--- src/rtl/mips_muldiv_pkg.sv ---
// mips_muldiv_pkg: shared state encoding, default multiplier latency and operand magnitude helper
package mips_muldiv_pkg;
  typedef enum logic [1:0] {IDLE, LOAD, RUN, CAPTURE} state_t;
  localparam int DEF_MUL_LATENCY = 33;
  function automatic logic [31:0] abs32(input logic [31:0] v);
    return v[31] ? -v : v;
  endfunction
endpackage

--- src/rtl/hilo_regs.sv ---
// hilo_regs: architectural HI/LO register pair with per-register write enables
// Ports: Clock, Reset_n (async, active-low); we_hi/we_lo write strobes; d_hi/d_lo write data; hi/lo register view.
// Build option HILO_FWD_EN: hi/lo forward d_hi/d_lo combinationally in the cycle they are written.
module hilo_regs (
  input  logic        Clock,
  input  logic        Reset_n,
  input  logic        we_hi,
  input  logic        we_lo,
  input  logic [31:0] d_hi,
  input  logic [31:0] d_lo,
  output logic [31:0] hi,
  output logic [31:0] lo
);
  logic [31:0] hi_q, lo_q;
  always_ff @(posedge Clock or negedge Reset_n)
    if (!Reset_n) begin
      hi_q <= '0;
      lo_q <= '0;
    end else begin
      if (we_hi) hi_q <= d_hi;
      if (we_lo) lo_q <= d_lo;
    end
`ifdef HILO_FWD_EN
  assign hi = we_hi ? d_hi : hi_q;
  assign lo = we_lo ? d_lo : lo_q;
`else
  assign hi = hi_q;
  assign lo = lo_q;
`endif
endmodule

--- src/rtl/hilo_mult_ctrl.sv ---
// hilo_mult_ctrl: sequences MULT/MULTU through an external shift-add multiplier into HI/LO, plus MTHI/MTLO
// Ports: Clock, Reset_n (async, active-low); start/is_signed/rs_val/rt_val multiply request;
//   mthi/mtlo/wdata register moves; mul_result from multiplier; mul_load/mul_a/mul_b to multiplier;
//   hi/lo architectural registers; busy stall request; done one-cycle completion pulse.
// Build option HILO_FWD_EN (in hilo_regs): same-cycle forwarding of HI/LO writes.
module hilo_mult_ctrl
  import mips_muldiv_pkg::*;
#(
  parameter int MUL_LATENCY = DEF_MUL_LATENCY,
  parameter int CNT_W       = 6
) (
  input  logic        Clock,
  input  logic        Reset_n,
  input  logic        start,
  input  logic        is_signed,
  input  logic [31:0] rs_val,
  input  logic [31:0] rt_val,
  input  logic        mthi,
  input  logic        mtlo,
  input  logic [31:0] wdata,
  input  logic [63:0] mul_result,
  output logic        mul_load,
  output logic [31:0] mul_a,
  output logic [31:0] mul_b,
  output logic [31:0] hi,
  output logic [31:0] lo,
  output logic        busy,
  output logic        done
);
  state_t state, nxt;
  logic [CNT_W-1:0] count;
  logic neg, cap, mt_ok;
  logic [63:0] prod;
  always_ff @(posedge Clock or negedge Reset_n)
    if (!Reset_n) state <= IDLE;
    else state <= nxt;
  always_comb begin
    nxt = state;
    nxt = state == IDLE ? (start ? LOAD : IDLE) :
          state == LOAD ? RUN :
          state == RUN  ? (count == CNT_W'(MUL_LATENCY - 1) ? CAPTURE : RUN) :
          IDLE;
  end
  assign busy     = state != IDLE;
  assign mul_load = state != RUN;
  assign cap      = state == CAPTURE;
  // start wins over a register move issued in the same idle cycle
  assign mt_ok    = state == IDLE && !start;
  // multiplier works on magnitudes; the sign is restored on capture
  assign prod     = neg ? -mul_result : mul_result;
  always_ff @(posedge Clock or negedge Reset_n)
    if (!Reset_n) begin
      mul_a <= '0;
      mul_b <= '0;
      neg   <= 1'b0;
      count <= '0;
      done  <= 1'b0;
    end else begin
      done  <= cap;
      count <= state == RUN ? count + 1'b1 : '0;
      if (state == IDLE && start) begin
        mul_a <= is_signed ? abs32(rs_val) : rs_val;
        mul_b <= is_signed ? abs32(rt_val) : rt_val;
        neg   <= is_signed & (rs_val[31] ^ rt_val[31]);
      end
    end
  hilo_regs u_regs (
    .Clock  (Clock),
    .Reset_n(Reset_n),
    .we_hi  (cap | (mt_ok & mthi)),
    .we_lo  (cap | (mt_ok & mtlo)),
    .d_hi   (cap ? prod[63:32] : wdata),
    .d_lo   (cap ? prod[31:0] : wdata),
    .hi     (hi),
    .lo     (lo)
  );
endmodule

--- config.mk ---
export PLATFORM = sky130hd
export DESIGN_NAME = hilo_mult_ctrl
export DESIGN_NICKNAME = d
export VERILOG_FILES = /design/src/rtl/mips_muldiv_pkg.sv /design/src/rtl/hilo_regs.sv /design/src/rtl/hilo_mult_ctrl.sv
export SDC_FILE = /design/constraint.sdc
export NUM_CORES = 1
export LEC_CHECK = 0
export CAP_MARGIN = 20
export CORE_UTILIZATION = 38
export CTS_BUF_LIST = sky130_fd_sc_hd__clkbuf_8
export CTS_CLUSTER_DIAMETER = 150
export DETAILED_ROUTE_END_ITERATION = 16
export PLACE_DENSITY_LB_ADDON = 0.15
export SLEW_MARGIN = 20
export SYNTH_ARGS = -nofsm -noshare
export SYNTH_HDL_FRONTEND = slang
export SYNTH_HIERARCHICAL = 1
export SYNTH_SLANG_ARGS = --single-unit
--- constraint.sdc ---
create_clock -name Clock -period 2.15 [get_ports Clock]
set_clock_uncertainty 0.15 [all_clocks]
set_input_delay 0.645 -clock Clock [delete_from_list [all_inputs] [get_ports Clock]]
set_output_delay 0.645 -clock Clock [all_outputs]
set_load 0.005 [all_outputs]
==> results of run 1 <==
[registers in the layout (all words and copies together) (netlist names)]
| signal | count |
|---|---|
| mul_a | 32 |
| mul_b | 32 |
| state | 2 |
| count | 6 |
| neg | 1 |
| done | 1 |
| u_regs/hi | 32 |
| u_regs/lo | 32 |
[timing repair]
item                                    4_1_cts  5_1_grt
hold buffers                                  1        0
hold endpoints to repair                     21        0
gates resized for setup                     515      133
setup buffers                                79       38
pin swaps                                   132      108
cloned                                        1        0
endpoints found under the setup margin      214      106
[stage by stage]
step                TNS (ns)  hold slack [ns]  std cells
finish                -12.20            0.332       2020
global route          -13.92            0.358       2019
CTS                    -8.74            0.333       1989
detailed placement    -93.78            0.320       1880
global placement      -90.72            0.310       1880
floorplan             -20.19            0.199       1037
[final cells by class]
type	count	area (µm²)	area share, %
antenna	2	5.00	0.0283
clock inverter	15	154	0.870
sequential	138	3450	19.5
multi-input combinational	813	7100	40.1
clock buffer	17	234	1.32
timing repair buffer	687	6230	35.2
tap	324	405	2.29
inverter	24	98.8	0.559
[critical path: stages]
cell and delay, ns:
buf_8 0.10, nor4_4 0.36, buf_4 0.18, nand4_1 0.15
buf_6 0.18, buf_6 0.11, or4_4 0.46, o311a_1 0.30
mux2_4 0.25
[placed cells by master (no fill, tap or decap), types with 15 or more instances in the layout]
cell,count
buf_4,312
dlygate4sd2_1,138
dfrtp_1,137
nand2_1,87
nor2_1,85
clkdlybuf4s50_1,75
mux2_4,63
buf_6,62
a21oi_1,53
o21ai_0,48
xnor2_1,47
xor2_1,45
dlymetal6s2s_1,27
o21ai_1,26
a31oi_1,25
nand3_1,23
buf_12,23
nor4_4,19
or4_4,17
a21oi_2,17
clkbuf_8,17
nand4_1,16
nor3_1,15
[routing by layer]
layer / vias up / global-route usage [%] / part of all wire (%)
met1: 5278 / 33.9 / 38
li1: 5101 / - / -
met2: 516 / 50.6 / 49
met5: - / 0 / 0
met3: 136 / 7.61 / 8.1
met4: 0 / 12.0 / 4.8
[where the power goes]
part | internal [mW] | switching (mW) | leakage, nW
Combinational | 4.94 | 3.66 | 6.28
Sequential | 3.84 | 0.731 | 1.66
Clock | 0.870 | 1.34 | 0.197
[how the worst max path moves through the flow]
stage / start / endpoint / slack, ns
floorplan: mul_result[21] / u_regs/hi[29] / -0.57
global placement: mul_result[32] / u_regs/hi[6] / -1.18
detailed placement: mul_result[32] / u_regs/hi[6] / -1.21
CTS: mul_result[4] / u_regs/hi[29] / -0.33
global route: mul_result[10] / u_regs/hi[29] / -0.43
finish: mul_result[10] / u_regs/hi[29] / -0.39
[cells by family after synthesis]
| family | after synthesis | synth area share [%] |
|---|---|---|
| xor gates and xnor gates | 99 | 9.15 |
| adders and majority gates | 9 | 1.19 |
| muxes | 68 | 10.4 |
| buffers and inverters | 86 | 4.61 |
| and+or+nand+nor | 393 | 22.6 |
| AOI/OAI and AO/OA | 244 | 15.6 |
| DFF | 138 | 36.5 |
==> results.cfg, run 1 <==
[synth]
yosysTopAreaCellShare_pct = 36.5
synth.distinct_cells = 65
synth.most_common_cell = dfrtp_1
ys_ff_latch = 138
synthArstFlopShare_pct = 100
yosysTopAreaCell = dfrtp_1
syn_area_um2 = 9470
synth_edf_count = 0
synth-main-ff-cell = dfrtp_1
yosysWarnings = 6
syn_inst = 1037
yosysSeqAreaShare_pct = 36.5
synthTopCellsByArea = dfrtp_1 36%, mux2_4 9.5%, xor2_1 4.6%
synth_common_cells = 138 x dfrtp_1, 98 x nor2_1, 96 x nand2_1
syn-mean-instance-area_um2 = 9.14
synth_nets = 1212

[die]
die-area_um2 = 25600
rows = 57
die_h_um = 160
core_um2 = 24400
num_io_pins = 297
start_util_pct = 38.8
die_w_um = 160

[clock_tree]
cts-root-buf = clkbuf_8
cts_buffers = 17
clk_latency_ns = 0.47
clkTransAtPathRegs_ns = 0.09
max-clock-path-buffers = 2
cts.sinks = 138
cts_tree = built
htree_levels = 4

[cells_and_area]
drive_above_1_share_pct = 44.0
syn2layout_area_growth_pct = 86.6
layout.nets = 1856
nFillCells = 1817
finalInstanceArea_um2 = 17700
fin_util_pct = 72.5

[sta]
finalSetupViolCount = 55
slew_headroom_pct = 64.4
rsz0062_at_grt = true
worst_pin_slew_ns = 0.534
finalMaxSlewViolations = 0
fmax_mhz = 393
post-route-min-period_ns = 2.54
finalHoldViolations = 0
period_share_pct = 118
setup_ws_ns = -0.395

[critical_path]
cp_max_fo = 5
crit_path_end_kind = register
crit_type = input pin to register
cp-start-kind = input pin
worst_r2r_startpoint = state[1]
worst-r2r-cell-count = 9
rrSetupSlack_ns = -0.16
cp.required_ns = 2.36
worstPathArrival_ns = 2.75
rr_endpoint = u_regs/hi[15]

[min_path]
min_delay_path_depth = 1
holdPathEnd = count[0]
hold_path.class = register to register
hold_path_startpoint = count[0]

[place]
routabilityCongestion = 0.908
dpl-instance-area_um2 = 15300
portBuffers = 296
place_ws_ns = -1.21
dp.final_hpwl_mm = 27.6

[global_routing]
grt_pass1_wl_mm = 58.2
grt_max_degree = 48
grt_pass1_vias = 11000
grt.overflow.total = 0
grtUsageTotal_pct = 29.1
antenna_found_initial = 2

[drt]
drc = 0
postRouteWirelength_mm = 39.6
drt_iter0_drc = 668
ant_nets = 0
route.vias.total = 11000
viasPerCell = 5.46
wl_per_cell_um = 19.6
first_pass_iters = 7

[outcome]
status = finished, violations left
violations = setup timing

[power_and_ir_drop]
cellLeakagePower_nw = 8.14
ir_worst_vdd_mv = 0.559
finalPower_mw = 15.4
cellPowerDensity_nw_per_um2 = 870

[run]
cap_violations = 0
Note: power is estimated with default switching activity, not from simulation.
==> run 2: changes to the inputs <==
--- a/config.mk
+++ b/config.mk
@@ -6,10 +6,14 @@
 export NUM_CORES = 1
 export LEC_CHECK = 0
 export CAP_MARGIN = 20
-export CORE_UTILIZATION = 38
+export CELL_PAD_IN_SITES_DETAIL_PLACEMENT = 0
+export CELL_PAD_IN_SITES_GLOBAL_PLACEMENT = 1
+export CORE_MARGIN = 4
+export CORE_UTILIZATION = 33
 export CTS_BUF_LIST = sky130_fd_sc_hd__clkbuf_8
 export CTS_CLUSTER_DIAMETER = 150
 export DETAILED_ROUTE_END_ITERATION = 16
+export MAX_ROUTING_LAYER = met4
 export PLACE_DENSITY_LB_ADDON = 0.15
 export SLEW_MARGIN = 20
 export SYNTH_ARGS = -nofsm -noshare
==> run 2 against run 1 <==
The run still ends with setup timing left. Largest cell class unchanged. Critical path depth unchanged. Maximum frequency decreased by 0.75%. Final area increased by 3.0%.
==> results.cfg, run 2 (same netlist as run 1, synthesis figures left out) <==
[outcome]
status = finished, violations left
violations = setup timing

[cells_and_area]
layout.nets = 1876
layout_commonest_cell = buf_4
nFillCells = 2335
syn2layout_area_growth_pct = 92.2
final_cell_mix = 318 x buf_4, 137 x dfrtp_1, 129 x dlygate4sd2_1
finalInstanceArea_um2 = 18200
drive_above_1_share_pct = 45.4

[global_routing]
grt.overflow.total = 0
grt_max_degree = 49
grt_pass1_vias = 11100
antenna_found_initial = 3
grt_pass1_wl_mm = 60.9
grtUsageTotal_pct = 25.3

[drt]
drc = 0
ant_nets = 0
viasPerCell = 5.13
drt_iter0_drc = 595
postRouteWirelength_mm = 40.8
route.vias.total = 10800
first_pass_iters = 5
wl_per_cell_um = 19.5

[die]
num_io_pins = 297
die_w_um = 177
start_util_pct = 33.7
rows = 61
core_um2 = 28100
die_h_um = 177
die-area_um2 = 31500

[clock_tree]
max-clock-path-buffers = 2
cts_buffers = 17
clk_latency_ns = 0.46
cts_tree = built
clkTransAtPathRegs_ns = 0.08
cts-root-buf = clkbuf_8
cts.sinks = 138
htree_levels = 4

[sta]
post-route-min-period_ns = 2.56
period_share_pct = 119
finalMaxSlewViolations = 0
tns_ns = -10.52
finalSetupViolCount = 53
setup_ws_ns = -0.414
fmax_mhz = 390
slew_headroom_pct = 57.4
finalHoldViolations = 0
rsz0062_at_grt = true
worst_pin_slew_ns = 0.633

[place]
portBuffers = 296
routabilityCongestion = 0.908
dpl-instance-area_um2 = 15400
place_ws_ns = -1.32
dp.final_hpwl_mm = 29.0

[min_path]
hold_path.class = register to register

[critical_path]
crit_path_end_kind = register
crit_type = input pin to register
cp.required_ns = 2.35
worstPathArrival_ns = 2.76
cp_max_fo = 6
cp-start-kind = input pin

[run]
cap_violations = 0

[power_and_ir_drop]
ir_worst_vdd_mv = 0.508
cellPowerDensity_nw_per_um2 = 848
finalPower_mw = 15.4
cellLeakagePower_nw = 8.34
==> run 2: path summary, 6_finish.rpt <==
kind,from,to,slack [ns],cells after the start
max in group asynchronous,Reset_n,mul_a[13],0.82,3
setup reg to reg,state[1],u_regs/hi[27],-0.07,9
min in group asynchronous,Reset_n,u_regs/lo[20],0.47,2
hold reg to reg,mul_a[2],mul_a[2],0.33,2
setup / recovery,mul_result[4],u_regs/hi[28],-0.41,9
hold / removal,mul_a[2],mul_a[2],0.33,2
==> run 2: critical path, cell delays in order <==
cell      delay [ns]
buf_8           0.10
nor4_4          0.29
buf_4           0.19
nand4b_1        0.25
buf_4           0.24
or4_4           0.48
nor4_4          0.25
nor3_2          0.07
mux2_4          0.25
==> run 2: area by class of cell <==
| class | instances | area, µm² | share of cell area (%) |
|---|---|---|---|
| diodes | 4 | 10.0 | 0.0550 |
| repair buffers | 707 | 6440 | 35.4 |
| multi-input cells | 813 | 7300 | 40.1 |
| well taps | 378 | 473 | 2.60 |
| flip-flops and latches | 138 | 3450 | 19.0 |
| clock inverters | 13 | 181 | 0.996 |
| inverters | 24 | 92.6 | 0.508 |
| clock buffers | 19 | 262 | 1.44 |
==> run 2: through the flow <==
step	hold slack [ns]	std cells	utilization, %
after floorplan	0.199	1037	-
after global placement	0.313	1934	54.8
after detailed placement	0.319	1934	54.8
after CTS	0.335	2058	61.5
after global routing	0.365	2095	64.8
final	0.333	2096	64.8
==> run 2: timing repair <==
item                                   in CTS  in global routing
hold buffers                                1                  0
cloned                                      2                  0
gates resized for setup                   516                188
endpoints found under the hold margin      23                  0
setup endpoints to repair                 222                113
pin swaps                                 136                126
setup buffers                              92                 39
==> run 2: per-layer routing <==
| layer | track usage (%) | routed length (µm) |
|---|---|---|
| met4 | 6.80 | 1440 |
| met3 | 6.77 | 3280 |
| met2 | 42.9 | 19900 |
| met5 | - | 0 |
| met1 | 29.8 | 16200 |
==> run 2: power breakdown <==
part / leakage (nW) / internal, mW / total, mW / switching, mW
Clock: 0.222 / 1.25 / 2.54 / 1.29
Sequential: 1.66 / 3.84 / 4.58 / 0.737
Combinational: 6.45 / 4.73 / 8.33 / 3.60
Total: 8.34 / 9.82 / 15.4 / 5.63
==> run 3: changes to the inputs <==
--- a/config.mk
+++ b/config.mk
@@ -15,6 +15,7 @@
 export DETAILED_ROUTE_END_ITERATION = 16
 export MAX_ROUTING_LAYER = met4
 export PLACE_DENSITY_LB_ADDON = 0.15
+export SKIP_CTS_REPAIR_TIMING = 1
 export SLEW_MARGIN = 20
 export SYNTH_ARGS = -nofsm -noshare
 export SYNTH_HDL_FRONTEND = slang
==> run 3 against run 2 <==
Critical endpoint is now u_regs/hi[2]. Highest routed layer unchanged. Total power up 2.6%. Routed wire length down 3.2%. Largest cell class unchanged. Final area about the same. The run still ends with setup timing left.
==> results.cfg, run 3 (same netlist as run 1, synthesis figures left out) <==
[power_and_ir_drop]
cellPowerDensity_nw_per_um2 = 869
cellLeakagePower_nw = 9.54
ir_worst_vdd_mv = 0.525
finalPower_mw = 15.8

[cells_and_area]
finalInstanceArea_um2 = 18200
layout.nets = 1850
fin_util_pct = 64.9
finalNonFillerCells = 2074
final_cell_mix = 321 x buf_4, 199 x dlymetal6s2s_1, 136 x dfrtp_1
drive_above_1_share_pct = 41.5
syn2layout_area_growth_pct = 92.4
layout_commonest_cell = buf_4

[die]
start_util_pct = 33.7
die_h_um = 177
die-area_um2 = 31500
core_um2 = 28100
num_io_pins = 297
rows = 61
die_w_um = 177

[place]
place_ws_ns = -1.32
dp.final_hpwl_mm = 29.0
placedCellCount = 1934
portBuffers = 296
dpl-instance-area_um2 = 15400
routabilityCongestion = 0.908

[sta]
finalMaxSlewViolations = 0
fmax_mhz = 381
worst_pin_slew_ns = 0.556
hold_ws_ns = 0.326
rsz0062_at_grt = true
post-route-min-period_ns = 2.62
slew_headroom_pct = 62.6
finalHoldViolations = 0
finalSetupViolCount = 49
setup_ws_ns = -0.474
tns_ns = -9.76
period_share_pct = 122

[global_routing]
grt.overflow.total = 0
grtUsageMet2_pct = 39.0
grt_pass1_vias = 10400
grt_max_degree = 49
busiest_layer = met2
grtUsageTotal_pct = 23.8
antenna_found_initial = 8
grtUsageMet1_pct = 28.9
grt_pass1_wl_mm = 57.1
gr-usage-met3_pct = 6.58

[clock_tree]
cts.sinks = 138
clk_latency_ns = 0.46
cts_tree = built
htree_levels = 4
max-clock-path-buffers = 2
cts_buffers = 17
cts-root-buf = clkbuf_8
clkTransAtPathRegs_ns = 0.10

[critical_path]
cp-start-kind = input pin
worst-r2r-cell-count = 9
rrSetupSlack_ns = -0.12
rr_endpoint = u_regs/hi[27]
cp.required_ns = 2.36
worstPathArrival_ns = 2.83
crit_path_end_kind = register
crit_type = input pin to register
worst_r2r_startpoint = state[1]
cp_max_fo = 6

[drt]
postRouteWirelength_mm = 39.5
first_pass_iters = 5
drc = 0
ant_nets = 0
viasPerCell = 5.10
wl_per_cell_um = 19.0
route.vias.total = 10600
drt_iter0_drc = 564

[min_path]
hold_path_startpoint = mul_b[27]
hold_path.class = register to register
min_delay_path_depth = 2
holdPathEnd = mul_b[27]

[outcome]
status = finished, violations left
violations = setup timing

[run]
cap_violations = 0
run 3: cell types whose count changed in the layout (fill, tap and decap cells not counted), moves of 7 or more:
cell / change
a21oi_1: +7
a31oi_1: +7
buf_12: -7
buf_2: -18
buf_6: -21
clkdlybuf4s15_1: -8
clkdlybuf4s15_2: -8
dlygate4sd2_1: -129
dlymetal6s2s_1: +168
o21ai_0: +7
o21ai_1: -7
run 3: area by class of cell:
class,instances,area (µm²)
multi-input cells,813,7010
flip-flops and latches,138,3460
fillers,2311,9860
clock buffers,19,262
repair buffers,681,6730
diodes,8,20.0
well taps,378,473
inverters,24,95.1
clock inverters,13,181
run 3: critical path, cell delays in order:
cell      delay [ns]
buf_6           0.10
nor4_4          0.28
buf_4           0.18
nand4b_1        0.26
buf_4           0.24
buf_6           0.13
o41ai_4         0.39
xor2_1          0.25
a21oi_1         0.09
mux2_4          0.26
run 3: worst max path at each step:
stage / startpoint / end / slack [ns] / depth (start not counted)
CTS: mul_result[3] / u_regs/hi[6] / -0.84 / 10
finish: mul_result[3] / u_regs/hi[2] / -0.47 / 10
floorplan: mul_result[21] / u_regs/hi[29] / -0.57 / 6
global placement: mul_result[12] / u_regs/hi[7] / -1.31 / 8
global route: mul_result[3] / u_regs/hi[2] / -0.52 / 10
detailed placement: mul_result[12] / u_regs/hi[6] / -1.32 / 10
run 3: metal layers:
metal	up-vias	share of wire (%)
met4	0	1.9
met5	-	0
met1	5099	41
met3	46	7.8
li1	5088	-
met2	349	50
run 3: power breakdown:
part,switching [mW],internal (mW)
logic,3.56,5.18
clock network,1.26,1.25
registers,0.744,3.84
